<file path="src/rtl/wb_skid_stage.sv">
// MEM/WB stage: valid/ready handshake with a one-entry skid buffer.
// Carries scalar writeback plus an N-lane masked vector result.
module wb_skid_stage #(
    parameter int DATA_W            = 32,
    parameter int NUM_LANES         = 8,
    parameter int ADDR_W            = 5,
    parameter int ZERO_REG_SUPPRESS = 1
) (
    input  logic                        clk,
    input  logic                        rst,
    input  logic                        flush_i,
    input  logic                        in_valid_i,
    output logic                        in_ready_o,
    input  logic                        reg_write_i,
    input  logic                        mem_to_reg_i,
    input  logic [DATA_W-1:0]           alu_result_i,
    input  logic [DATA_W-1:0]           read_data_i,
    input  logic [ADDR_W-1:0]           write_addr_i,
    input  logic                        vreg_write_i,
    input  logic [NUM_LANES-1:0]        lane_mask_i,
    input  logic [NUM_LANES*DATA_W-1:0] valu_result_i,
    output logic                        out_valid_o,
    input  logic                        out_ready_i,
    output logic                        reg_write_o,
    output logic [DATA_W-1:0]           wb_data_o,
    output logic [ADDR_W-1:0]           write_addr_o,
    output logic                        vreg_write_o,
    output logic [NUM_LANES-1:0]        lane_mask_o,
    output logic [NUM_LANES*DATA_W-1:0] valu_result_o
);

    localparam int VW = NUM_LANES * DATA_W;

    // main (m_*) register drives the outputs, skid (s_*) absorbs one stall
    logic                 m_valid, s_valid;
    logic                 m_rw, s_rw;
    logic [DATA_W-1:0]    m_wb, s_wb;
    logic [ADDR_W-1:0]    m_addr, s_addr;
    logic                 m_vreg, s_vreg;
    logic [NUM_LANES-1:0] m_mask, s_mask;
    logic [VW-1:0]        m_valu, s_valu;

    logic                 cap_rw;
    logic [DATA_W-1:0]    cap_wb;
    logic [VW-1:0]        cap_valu;

    logic accept, issue;
    logic ld_m_in, ld_m_s, ld_s;
    logic m_valid_nxt, s_valid_nxt;

    assign in_ready_o = !s_valid;
    assign accept     = in_valid_i & in_ready_o;
    assign issue      = m_valid & out_ready_i;

    // capture transform: writeback mux, zero-register drop, lane zeroing
    always_comb begin
        cap_wb   = mem_to_reg_i ? read_data_i : alu_result_i;
        cap_rw   = reg_write_i &
                   !((ZERO_REG_SUPPRESS != 0) && (write_addr_i == '0));
        cap_valu = '0;
        for (int k = 0; k < NUM_LANES; k++) begin
            if (lane_mask_i[k]) begin
                cap_valu[k*DATA_W +: DATA_W] = valu_result_i[k*DATA_W +: DATA_W];
            end
        end
    end

    // occupancy control: decide which register loads and the next valid bits
    always_comb begin
        ld_m_in     = 1'b0;
        ld_m_s      = 1'b0;
        ld_s        = 1'b0;
        m_valid_nxt = m_valid;
        s_valid_nxt = s_valid;
        if (flush_i) begin
            m_valid_nxt = 1'b0;
            s_valid_nxt = 1'b0;
        end else if (!m_valid) begin
            if (accept) begin
                ld_m_in     = 1'b1;
                m_valid_nxt = 1'b1;
            end
        end else if (issue && s_valid) begin
            ld_m_s      = 1'b1;
            s_valid_nxt = 1'b0;
        end else if (issue) begin
            if (accept) begin
                ld_m_in = 1'b1;
            end else begin
                m_valid_nxt = 1'b0;
            end
        end else if (accept) begin
            ld_s        = 1'b1;
            s_valid_nxt = 1'b1;
        end
    end

    // valid bits
    always_ff @(posedge clk) begin
        if (rst) begin
            m_valid <= 1'b0;
            s_valid <= 1'b0;
        end else begin
            m_valid <= m_valid_nxt;
            s_valid <= s_valid_nxt;
        end
    end

    // main payload: loads from the input or drains the skid entry
    always_ff @(posedge clk) begin
        if (rst) begin
            m_rw   <= 1'b0;
            m_wb   <= '0;
            m_addr <= '0;
            m_vreg <= 1'b0;
            m_mask <= '0;
            m_valu <= '0;
        end else if (ld_m_in) begin
            m_rw   <= cap_rw;
            m_wb   <= cap_wb;
            m_addr <= write_addr_i;
            m_vreg <= vreg_write_i;
            m_mask <= lane_mask_i;
            m_valu <= cap_valu;
        end else if (ld_m_s) begin
            m_rw   <= s_rw;
            m_wb   <= s_wb;
            m_addr <= s_addr;
            m_vreg <= s_vreg;
            m_mask <= s_mask;
            m_valu <= s_valu;
        end
    end

    // skid payload: absorbs the entry accepted while the output stalls
    always_ff @(posedge clk) begin
        if (rst) begin
            s_rw   <= 1'b0;
            s_wb   <= '0;
            s_addr <= '0;
            s_vreg <= 1'b0;
            s_mask <= '0;
            s_valu <= '0;
        end else if (ld_s) begin
            s_rw   <= cap_rw;
            s_wb   <= cap_wb;
            s_addr <= write_addr_i;
            s_vreg <= vreg_write_i;
            s_mask <= lane_mask_i;
            s_valu <= cap_valu;
        end
    end

    assign out_valid_o   = m_valid;
    assign reg_write_o   = m_rw & m_valid;
    assign vreg_write_o  = m_vreg & m_valid;
    assign lane_mask_o   = m_mask & {NUM_LANES{m_valid}};
    assign wb_data_o     = m_wb;
    assign write_addr_o  = m_addr;
    assign valu_result_o = m_valu;

endmodule

</file>
<file path="config.mk">
export PLATFORM = sky130hd
export DESIGN_NAME = wb_skid_stage
export DESIGN_NICKNAME = d
export VERILOG_FILES = /design/src/rtl/wb_skid_stage.sv
export SDC_FILE = /design/constraint.sdc
export NUM_CORES = 1
export LEC_CHECK = 0
export BUFFER_PORTS_ARGS = -buffer_cell sky130_fd_sc_hd__buf_4
export CAP_MARGIN = 15
export CORE_MARGIN = 4
export CORE_UTILIZATION = 30
export DETAILED_ROUTE_END_ITERATION = 7
export PLACE_DENSITY = 0.61
export SYNTH_ARGS = -nofsm -noshare
export SYNTH_HDL_FRONTEND = slang
export SYNTH_SLANG_ARGS = --single-unit
export TNS_END_PERCENT = 20
</file>
<file path="constraint.sdc">
create_clock -name clk -period 1.8 [get_ports clk]
set_input_delay 0.09 -clock clk [delete_from_list [all_inputs] [get_ports clk]]
set_output_delay 0.09 -clock clk [all_outputs]
set_load 0.02 [all_outputs]
</file>
# Yosys cells after proc, flatten, opt, wreduce, memory -nomap -nowiden
# Index checks and enable logic that the tools add are counted.
[totals]
elab_cells = 68
reg_bits = 608
[classes]
n_reduce_logical = 8
muxes = 39
n_bitwise = 6
eq_ne = 1
[ops]
columns = ["operator", "n"]
rows = [
  ["256-bit two-way mux", 2],
  ["32-bit two-way mux", 11],
  ["1-bit two-way mux", 22],
  ["8-bit two-way mux", 2],
  ["5-bit two-way mux", 2],
  ["8-bit AND", 1],
  ["1-bit AND", 5],
  ["5-bit logical NOT", 1],
  ["2-bit nonzero test", 2],
  ["3-bit AND reduction", 1],
  ["1-bit logical NOT", 2],
  ["2-bit by 1-bit != test with 1-bit output (second input constant)", 1],
  ["2-bit OR reduction", 1],
  ["1-bit logical AND", 1],
]

# Depth between registers and ports, before layout
# Gate-level depths: netlist of the first run.
[logic_depth]
depth_word = 8
mapped_depth = 8

# Worst setup path after synthesis of the first run
# Ideal clock, no wire load.
[synth_timing]
path_type = "register to register"
start = "reg s_valid"
end = "reg m_valu[100] (netlist: valu_result_o[100])"
setup_ps = 132
arrival_ps = 1615
synth_period_minus_slack_ps = 1748
path_slack_ps = 52
stages_incl_launch_ff = 9
n_path_buf = 5
cell_sequence = "dfxtp_1 > buf_2 > or3b_1 > clkbuf_1 > buf_6 > clkbuf_1 > buf_2 > o211ai_1 > a31oi_1"
[synth_via]
elab_chain_cells = 8
[synth_rtl]
columns = ["element", "line_no", "text"]
rows = [
  ["start: declaration", "35", "logic m_valid, s_valid;"],
  ["start signal: assignment", "105", "s_valid <= s_valid_nxt;"],
  ["1-bit logical NOT", "51", "assign in_ready_o = !s_valid;"],
  ["1-bit AND", "52", "assign accept = in_valid_i & in_ready_o;"],
  ["1-bit two-way mux", "79, 87", ""],
  ["1-bit two-way mux", "86", "end else if (issue) begin"],
  ["1-bit two-way mux", "83", "end else if (issue && s_valid) begin"],
  ["1-bit two-way mux", "78", "end else if (!m_valid) begin"],
  ["1-bit two-way mux", "75", "if (flush_i) begin"],
  ["256-bit two-way mux or 2-bit nonzero test (tied branches)", "n/a", ""],
  ["end signal: assignment", "124", "m_valu <= cap_valu;"],
  ["end signal: assignment", "131", "m_valu <= s_valu;"],
  ["end: declaration", "41", "logic [VW-1:0] m_valu, s_valu;"],
]
# Several ways; a longest one is shown, not always the timed one.
# A chain may end at the register's enable or synchronous reset.

# Final worst setup path of the first run
[layout_timing]
start = "reg s_valid"
end = "reg m_valu[183] (netlist: valu_result_o[183])"
# The elaborated chain is that of the path after synthesis.

==> reports/metrics.cfg, run 1 <==
[synthesis]
synthTopCellsByCount = dfxtp_1, nand4_1, clkbuf_1, a21oi_1, nand2_1
netlist.area_leader.share = 0.462
syn_inst = 3176
post-synth-top-count-cell = dfxtp_1
synthArstFlopShare = 0
yosysTopAreaCell = dfxtp_1
synthTopCellsByArea = dfxtp_1, nand4_1, o211ai_1, a31oi_1, a21oi_1
synth_edf_count = 0
synthesis.area_mm2 = 0.0264
ys_types = 36
synth.net_count = 3517
yosys_warnings = 0
synthFlopType = dfxtp_1
synth-seq-cells = 608
seq_area_frac_synth = 0.462
avgSynthCellArea_um2 = 8.30

[grt]
grt-ovfl-total = 0
grt_max_degree = 99
grtUsageMet1 = 0.277
grt_pass1_wl_um = 161000
grtUsageMet2 = 0.336
grt_pass1_vias = 28100
grt_usage = 0.207
busiest_layer = met2
antenna_found_initial = 2
grt.met3_usage = 0.0381

[sta]
tightestPinTransition_ns = 0.683
slew_violations = 0
setup_viol = 0
timing.hold.ws_ns = 0.0439
max_freq_ghz = 0.567
skew_ns = 0.0295
fin_crit_sh = 0.980
fin_crit_ns = 1.76
tns_ns = 0
hold_viol_final = 0
rsz0062_at_grt = true
relSlewSlack = 0.545

[worst_setup_path]
r2r_setup_slack_ns = 0.04
path_class = register to register
path_cells = or3b_4, buf_12, buf_16, o211ai_1, a31oi_1
path_buf_inv = 2
slowest_stage = or3b_4
cp-start-kind = register
cp.required_ns = 2.27
cp.arrival_ns = 2.23
slowest_delay_ns = 0.44
critPathCaptureType = register
cp_max_fo = 35
crit_family = simple AND/OR/NAND/NOR gates

[clocking]
insertion_delay_ns = 0.60
cts_sinks = 608
cts_buffer_depth = 3
cts_root_buf = clkbuf_16
clk_pin_slew_ns = 0.06
cts_tree = built
cts_buffers = 70
htree_levels = 3

[detailed_routing]
wl_um = 103000
drt_iter0_drc = 2909
viasPerCell = 5.71
vias = 29500
antenna_left = 0
wl_per_cell_um = 20.0
dr.pass1.iters = 5
drcViolationCount = 0

[die]
die-area_mm2 = 0.0927
io_pins = 646
floorplan.initialDensity = 0.303
core.rowCount = 108
die_h_um = 304
coreArea_mm2 = 0.0870
die_x_um = 304

[place]
io_buffers = 645
place_area_mm2 = 0.0331
gp_congestion = 0.811
hpwl_um = 65300

[status]
status = finished clean

[layout]
final_area_mm2 = 0.0389
final_net_count = 4298
layout-drive-gt1-share = 0.237
area_delta_synth_final_pct = 47.4

[pwr]
clkPwrFrac = 0.443
swShare = 0.258
power_frac_seq = 0.428
comb_power_share = 0.129
power_density_mw_per_mm2 = 839
vdd_ir_drop_max_v = 0.000561
p_sw_mw = 8.42
internal_power_mw = 24.2
power.leakage_nw = 13.7

[job]
max-cap-violations = 0

[min_path]
hold_path.class = input pin to register

==> per-layer routing <==
| layer | share of wire | vias up | wire (um) |
|---|---|---|---|
| met5 | 0 | - | 0 |
| met3 | 0.071 | 208 | 7350 |
| met4 | 0.036 | 0 | 3700 |
| met2 | 0.47 | 1293 | 48100 |
| met1 | 0.43 | 14200 | 44100 |
| li1 | - | 13800 | - |
==> flip-flops by register name (all words and copies together), names as in the netlist <==
register       flops
write_addr_o       5
m_vreg             1
m_rw               1
s_wb              32
s_rw               1
out_valid_o        1
wb_data_o         32
s_addr             5
s_valid            1
s_valu           256
m_mask             8
s_mask             8
valu_result_o    256
s_vreg             1
==> area by class of cell <==
| type | count | area [um^2] |
|---|---|---|
| Clock buffer | 106 | 2080 |
| Timing Repair Buffer | 1167 | 10500 |
| Tap cell | 1155 | 1450 |
| Clock inverter | 22 | 259 |
| Antenna cell | 3 | 7.51 |
| Fill cell | 8339 | 48200 |
| Sequential cell | 608 | 12200 |
| Inverter | 1 | 3.75 |
| Multi-Input combinational cell | 2109 | 12400 |
==> layout by cell type, fill, tap and decap left out, types with 2 or more instances in the layout <==
master / netlist / routed
buf_4: 3 / 759
dfxtp_1: 608 / 606
nand4_1: 510 / 510
dlygate4sd3_1: 0 / 335
a21oi_1: 310 / 310
nand2_1: 306 / 306
o21ai_0: 272 / 269
o211ai_1: 261 / 261
a31oi_1: 255 / 255
clkbuf_16: 0 / 73
buf_12: 0 / 69
a22oi_1: 34 / 34
mux2i_1: 33 / 33
a221oi_1: 33 / 33
a211oi_1: 32 / 32
clkbuf_1: 346 / 19
clkbuf_8: 0 / 15
nand3_1: 14 / 14
clkinv_2: 0 / 12
and2_1: 10 / 9
nor3_1: 9 / 9
a311oi_1: 8 / 8
a32oi_1: 6 / 6
diode_2: 0 / 3
o21ai_1: 0 / 3
bufinv_16: 0 / 3
nor2_2: 1 / 2
or3_1: 2 / 2
clkinv_8: 0 / 2
clkinv_4: 0 / 2
dfxtp_2: 0 / 2
==> power groups by stage <==
| stage | registers [mW] | logic, mW | clock network, mW |
|---|---|---|---|
| 2_1_floorplan | 14.4 | 1.39 | 0 |
| 4_1_cts | 13.9 | 4.14 | 14.8 |
| 6_report | 13.9 | 4.21 | 14.4 |
| 5_1_grt | 14.0 | 4.47 | 15.3 |
| 3_3_place_gp | 14.2 | 3.52 | 0 |
| 3_5_place_dp | 14.2 | 3.52 | 0 |
==> metrics by stage <==
stage	setup WS [ns]	utilization	power, mW	cells
after floorplan	0.0524	-	15.8	3176
after global placement	0.0777	0.381	17.8	4704
after detailed placement	0.0438	0.381	17.7	4704
after CTS	0.0318	0.446	32.9	5167
after global routing	-0.00765	0.446	33.8	5170
final	0.0364	0.446	32.6	5171
==> repair_timing <==
| action | in CTS | in global routing |
|---|---|---|
| pin swaps | 0 | 2 |
| endpoints found under the hold margin | 590 | 0 |
| endpoints found under the setup margin | 1 | 119 |
| hold buffers | 335 | 0 |
| buffers inserted | 0 | 0 |
| gates cloned | 0 | 1 |
| gates resized for setup | 2 | 6 |
==> kinds of logic after synthesis <==
kind of cell	after synthesis	synth area share
and+or+nand+nor	861	0.175
muxes	33	0.0125
buffers and inverters	459	0.0699
DFF	608	0.462
AOI/OAI and AO/OA	1215	0.281
==> worst reg2reg max path: stages (launching register included) <==
cell,delay [ns]
dfxtp_2,0.36
or3b_4,0.44
buf_12,0.19
buf_16,0.29
o211ai_1,0.24
a31oi_1,0.12
==> final timing paths <==
check,start,endpoint,depth (start not counted)
max,s_valid,valu_result_o[183],5
min,read_data_i[10],wb_data_o[10],3
max reg2reg,s_valid,valu_result_o[183],5
min reg2reg,s_valu[0],valu_result_o[0],2
Power figures use the tool's default switching activity.
==> inputs of run 2 (changes only) <==
ABC_AREA = 1   (was unset)
PLACE_DENSITY = 0.6   (was 0.61)
==> run 2 against run 1 <==
Utilization fell by 0.30 points. Synthesized area rose by 3.2%. Sequential cell count did not move. Non-clock buffer count fell by 24. Setup slack improved by 0.11 ns. Cell count rose by 25%. Global-route usage fell by 0.20 points. Combinational power rose by 22%. Die area rose by 3.1%. First-iteration DRC count fell by 26%.
==> reports/metrics.cfg, run 2 <==
[status]
status = finished clean

[clocking]
htree_levels = 3  ; unchanged
cts_setup_buffers = 0  ; unchanged
clk_pin_slew_ns = 0.06  ; about the same
cts_tree = built
cts_root_buf = clkbuf_16
cts_sinks = 608  ; unchanged
cts_buffer_depth = 3  ; unchanged
insertion_delay_ns = 0.61  ; about the same
cts_buffers = 71  ; +1.4%

[min_path]
whs_path_depth = 7  ; +4
hold_path.class = input pin to register
min_from = read_data_i[24]
min_to = wb_data_o[24]

[grt]
grt-ovfl-total = 0  ; unchanged
grt_usage = 0.205  ; -0.00200
grt_max_degree = 95  ; -4.0%
grt_pass1_vias = 28000  ; -0.24%
grt_pass1_wl_um = 157000  ; -2.3%
antenna_found_initial = 5  ; +3

[synthesis]
synth.net_count = 4645  ; +32%
avgSynthCellArea_um2 = 6.32  ; -24%
synth_compound_area_frac = 0.124  ; -0.157
synthAdderAreaFrac = 0  ; unchanged
ys_types = 21  ; -42%
syn_inst = 4304  ; +36%
synth_mux_area_frac = 0  ; -0.0125
seq_area_frac_synth = 0.448  ; -0.0143
synthSimpleGateAreaFrac = 0.328  ; +0.153
yosysTopAreaCell = dfxtp_1
synthArstFlopShare = 0  ; unchanged
synth_top_family_by_area = simple AND/OR/NAND/NOR gates
netlist.area_leader.share = 0.448  ; -0.0143
post-synth-top-count-cell = nand2_1
synth_edf_count = 0  ; unchanged
synthTopCellsByCount = nand2_1, dfxtp_1, nor2_1, inv_1, o21ai_0
synth-seq-cells = 608  ; unchanged
synth_xor_area_frac = 0  ; unchanged
yosys_warnings = 0  ; unchanged
synthTopCellsByArea = dfxtp_1, nand2_1, nor2_1, o21ai_0, a21oi_1
synthesis.area_mm2 = 0.0272  ; +3.2%
synthFlopType = dfxtp_1

[worst_setup_path]
r2r_setup_slack_ns = 0.15  ; +0.11 ns
cp.arrival_ns = 1.57  ; -0.66 ns
crit_top_cell = buf_4
cp.required_ns = 1.71  ; -0.56 ns
cp-start-kind = register
cp_max_fo = 9  ; -74%
critPathCaptureType = output pin
slowest_delay_ns = 0.39  ; -0.05 ns
reg2reg_from = s_valid
path_cells = buf_4, nand2_1, inv_1, buf_4
path_class = register to output pin
slowest_stage = dfxtp_1
r2r_end = valu_result_o[136]
reg2reg_depth = 8  ; +3

[layout]
ff_latch_area_mm2 = 0.0122  ; about the same
layout_common_cells = nand2_1, buf_4, dfxtp_1
final_net_count = 5558  ; +29%
area_delta_synth_final_pct = 46.8
multi_input_area_mm2 = 0.0123  ; -0.24%
layout-drive-gt1-share = 0.170  ; -0.0674
num-fill-cells = 9087  ; +9.0%
final_core_util = 0.443  ; -0.00305
final_cells = 6452  ; +25%
final_common_cell = nand2_1

[die]
coreArea_mm2 = 0.0900  ; +3.4%
io_pins = 646  ; unchanged
die-area_mm2 = 0.0955  ; +3.1%
die_h_um = 309  ; +1.5%
floorplan.initialDensity = 0.302  ; -0.000698
core.rowCount = 110  ; +1.9%
die_x_um = 309  ; +1.5%

[pwr]
power_density_mw_per_mm2 = 856  ; +2.1%
power.leakage_nw = 19.5  ; +43%
finalPower_mw = 34.2  ; +4.9%
vdd_ir_drop_max_v = 0.000608  ; +8.4%

[detailed_routing]
vias = 29500  ; -0.11%
antenna_left = 0  ; unchanged
drt_iter0_drc = 2164  ; -26%
viasPerCell = 4.57  ; -20%
wl_per_cell_um = 15.9  ; -20%
wl_um = 103000  ; -0.68%
dr.pass1.iters = 5  ; unchanged
drcViolationCount = 0  ; unchanged

[sta]
tns_ns = 0  ; unchanged
hold_viol_final = 0  ; unchanged
fin_crit_sh = 0.920  ; -0.0594
rsz0062_at_grt = false
tightestPinTransition_ns = 0.595  ; -0.0874 ns
max_freq_ghz = 0.604  ; +6.5%
skew_ns = 0.0203  ; -0.00916 ns
setup_viol = 0  ; unchanged
relSlewSlack = 0.603  ; +0.0582
fin_crit_ns = 1.66  ; -0.107 ns
setup_ws_ns = 0.143  ; +0.107 ns
slew_violations = 0  ; unchanged

[place]
placedCellCount = 5945  ; +26%
hpwl_um = 66700  ; +2.2%
io_buffers = 645  ; unchanged
gp_congestion = 0.843  ; +3.9%
post-place-ws_ns = 0.0524  ; +0.00858 ns

[job]
max-cap-violations = 0  ; unchanged

## run 2: cell count changes after synthesis, moves of 204 or more
| cell | change |
|---|---|
| nor2_1 | +573 |
| inv_1 | +350 |
| nand2_1 | +1459 |
| clkbuf_1 | -204 |
| a31oi_1 | -255 |
| o211ai_1 | -261 |
| nand4_1 | -502 |
## run 2: through the flow
step	hold WS [ns]	area, um^2
detailed placement	0.306	33700
finish	0.0607	39900
global placement	0.304	33700
global route	0.0674	39900
CTS	0.0118	39900
floorplan	0.168	27200
## run 2: critical path, delay by kind of cell (launching register included)
family	cells	cell delay, ns
buffers and inverters	3	0.46
AND/OR/NAND/NOR	1	0.11
flip-flops	1	0.39
## run 2: logic make-up after synthesis
family,after synthesis
buf+inv,661
simple gates,2360
compound gates,675
flops,608
## run 2: worst max-delay path by stage
stage	from	endpoint	slack [ns]	cells after the start
after floorplan	out_valid_o	s_mask[0]	0.24	9
after global placement	out_valid_o	valu_result_o[213]	0.12	7
after detailed placement	out_valid_o	valu_result_o[242]	0.05	7
after CTS	out_valid_o	valu_result_o[242]	0.05	7
after global routing	s_valid	valu_result_o[125]	0.001	8
final	out_valid_o	lane_mask_o[7]	0.14	4
## run 2: final cells by class
class / instances / share of cell area
timing repair buffer: 1143 / 0.255
antenna: 5 / 0.000313
clock inverter: 27 / 0.00962
clock buffer: 100 / 0.0497
tap: 1176 / 0.0369
inverter: 358 / 0.0342
sequential: 608 / 0.305
multi-input combinational: 3035 / 0.309
## run 2: what timing repair did
item	CTS	global route
hold endpoints to repair	599	0
endpoints found under the setup margin	0	128
resized for setup	0	4
hold buffers	374	0
## run 2: power breakdown
part	internal (mW)	total [mW]	switching, mW
Combinational	2.30	5.13	2.83
Clock	8.78	14.8	6.04
Sequential	13.9	14.2	0.292
Total	25.0	34.2	9.16
## run 2: metal layers
layer	track usage	up-vias	part of all wire
met1	0.257	13500	0.43
met4	0.0901	0	0.045
met3	0.0370	221	0.057
li1	-	14900	-
met5	0	-	0
met2	0.347	847	0.47
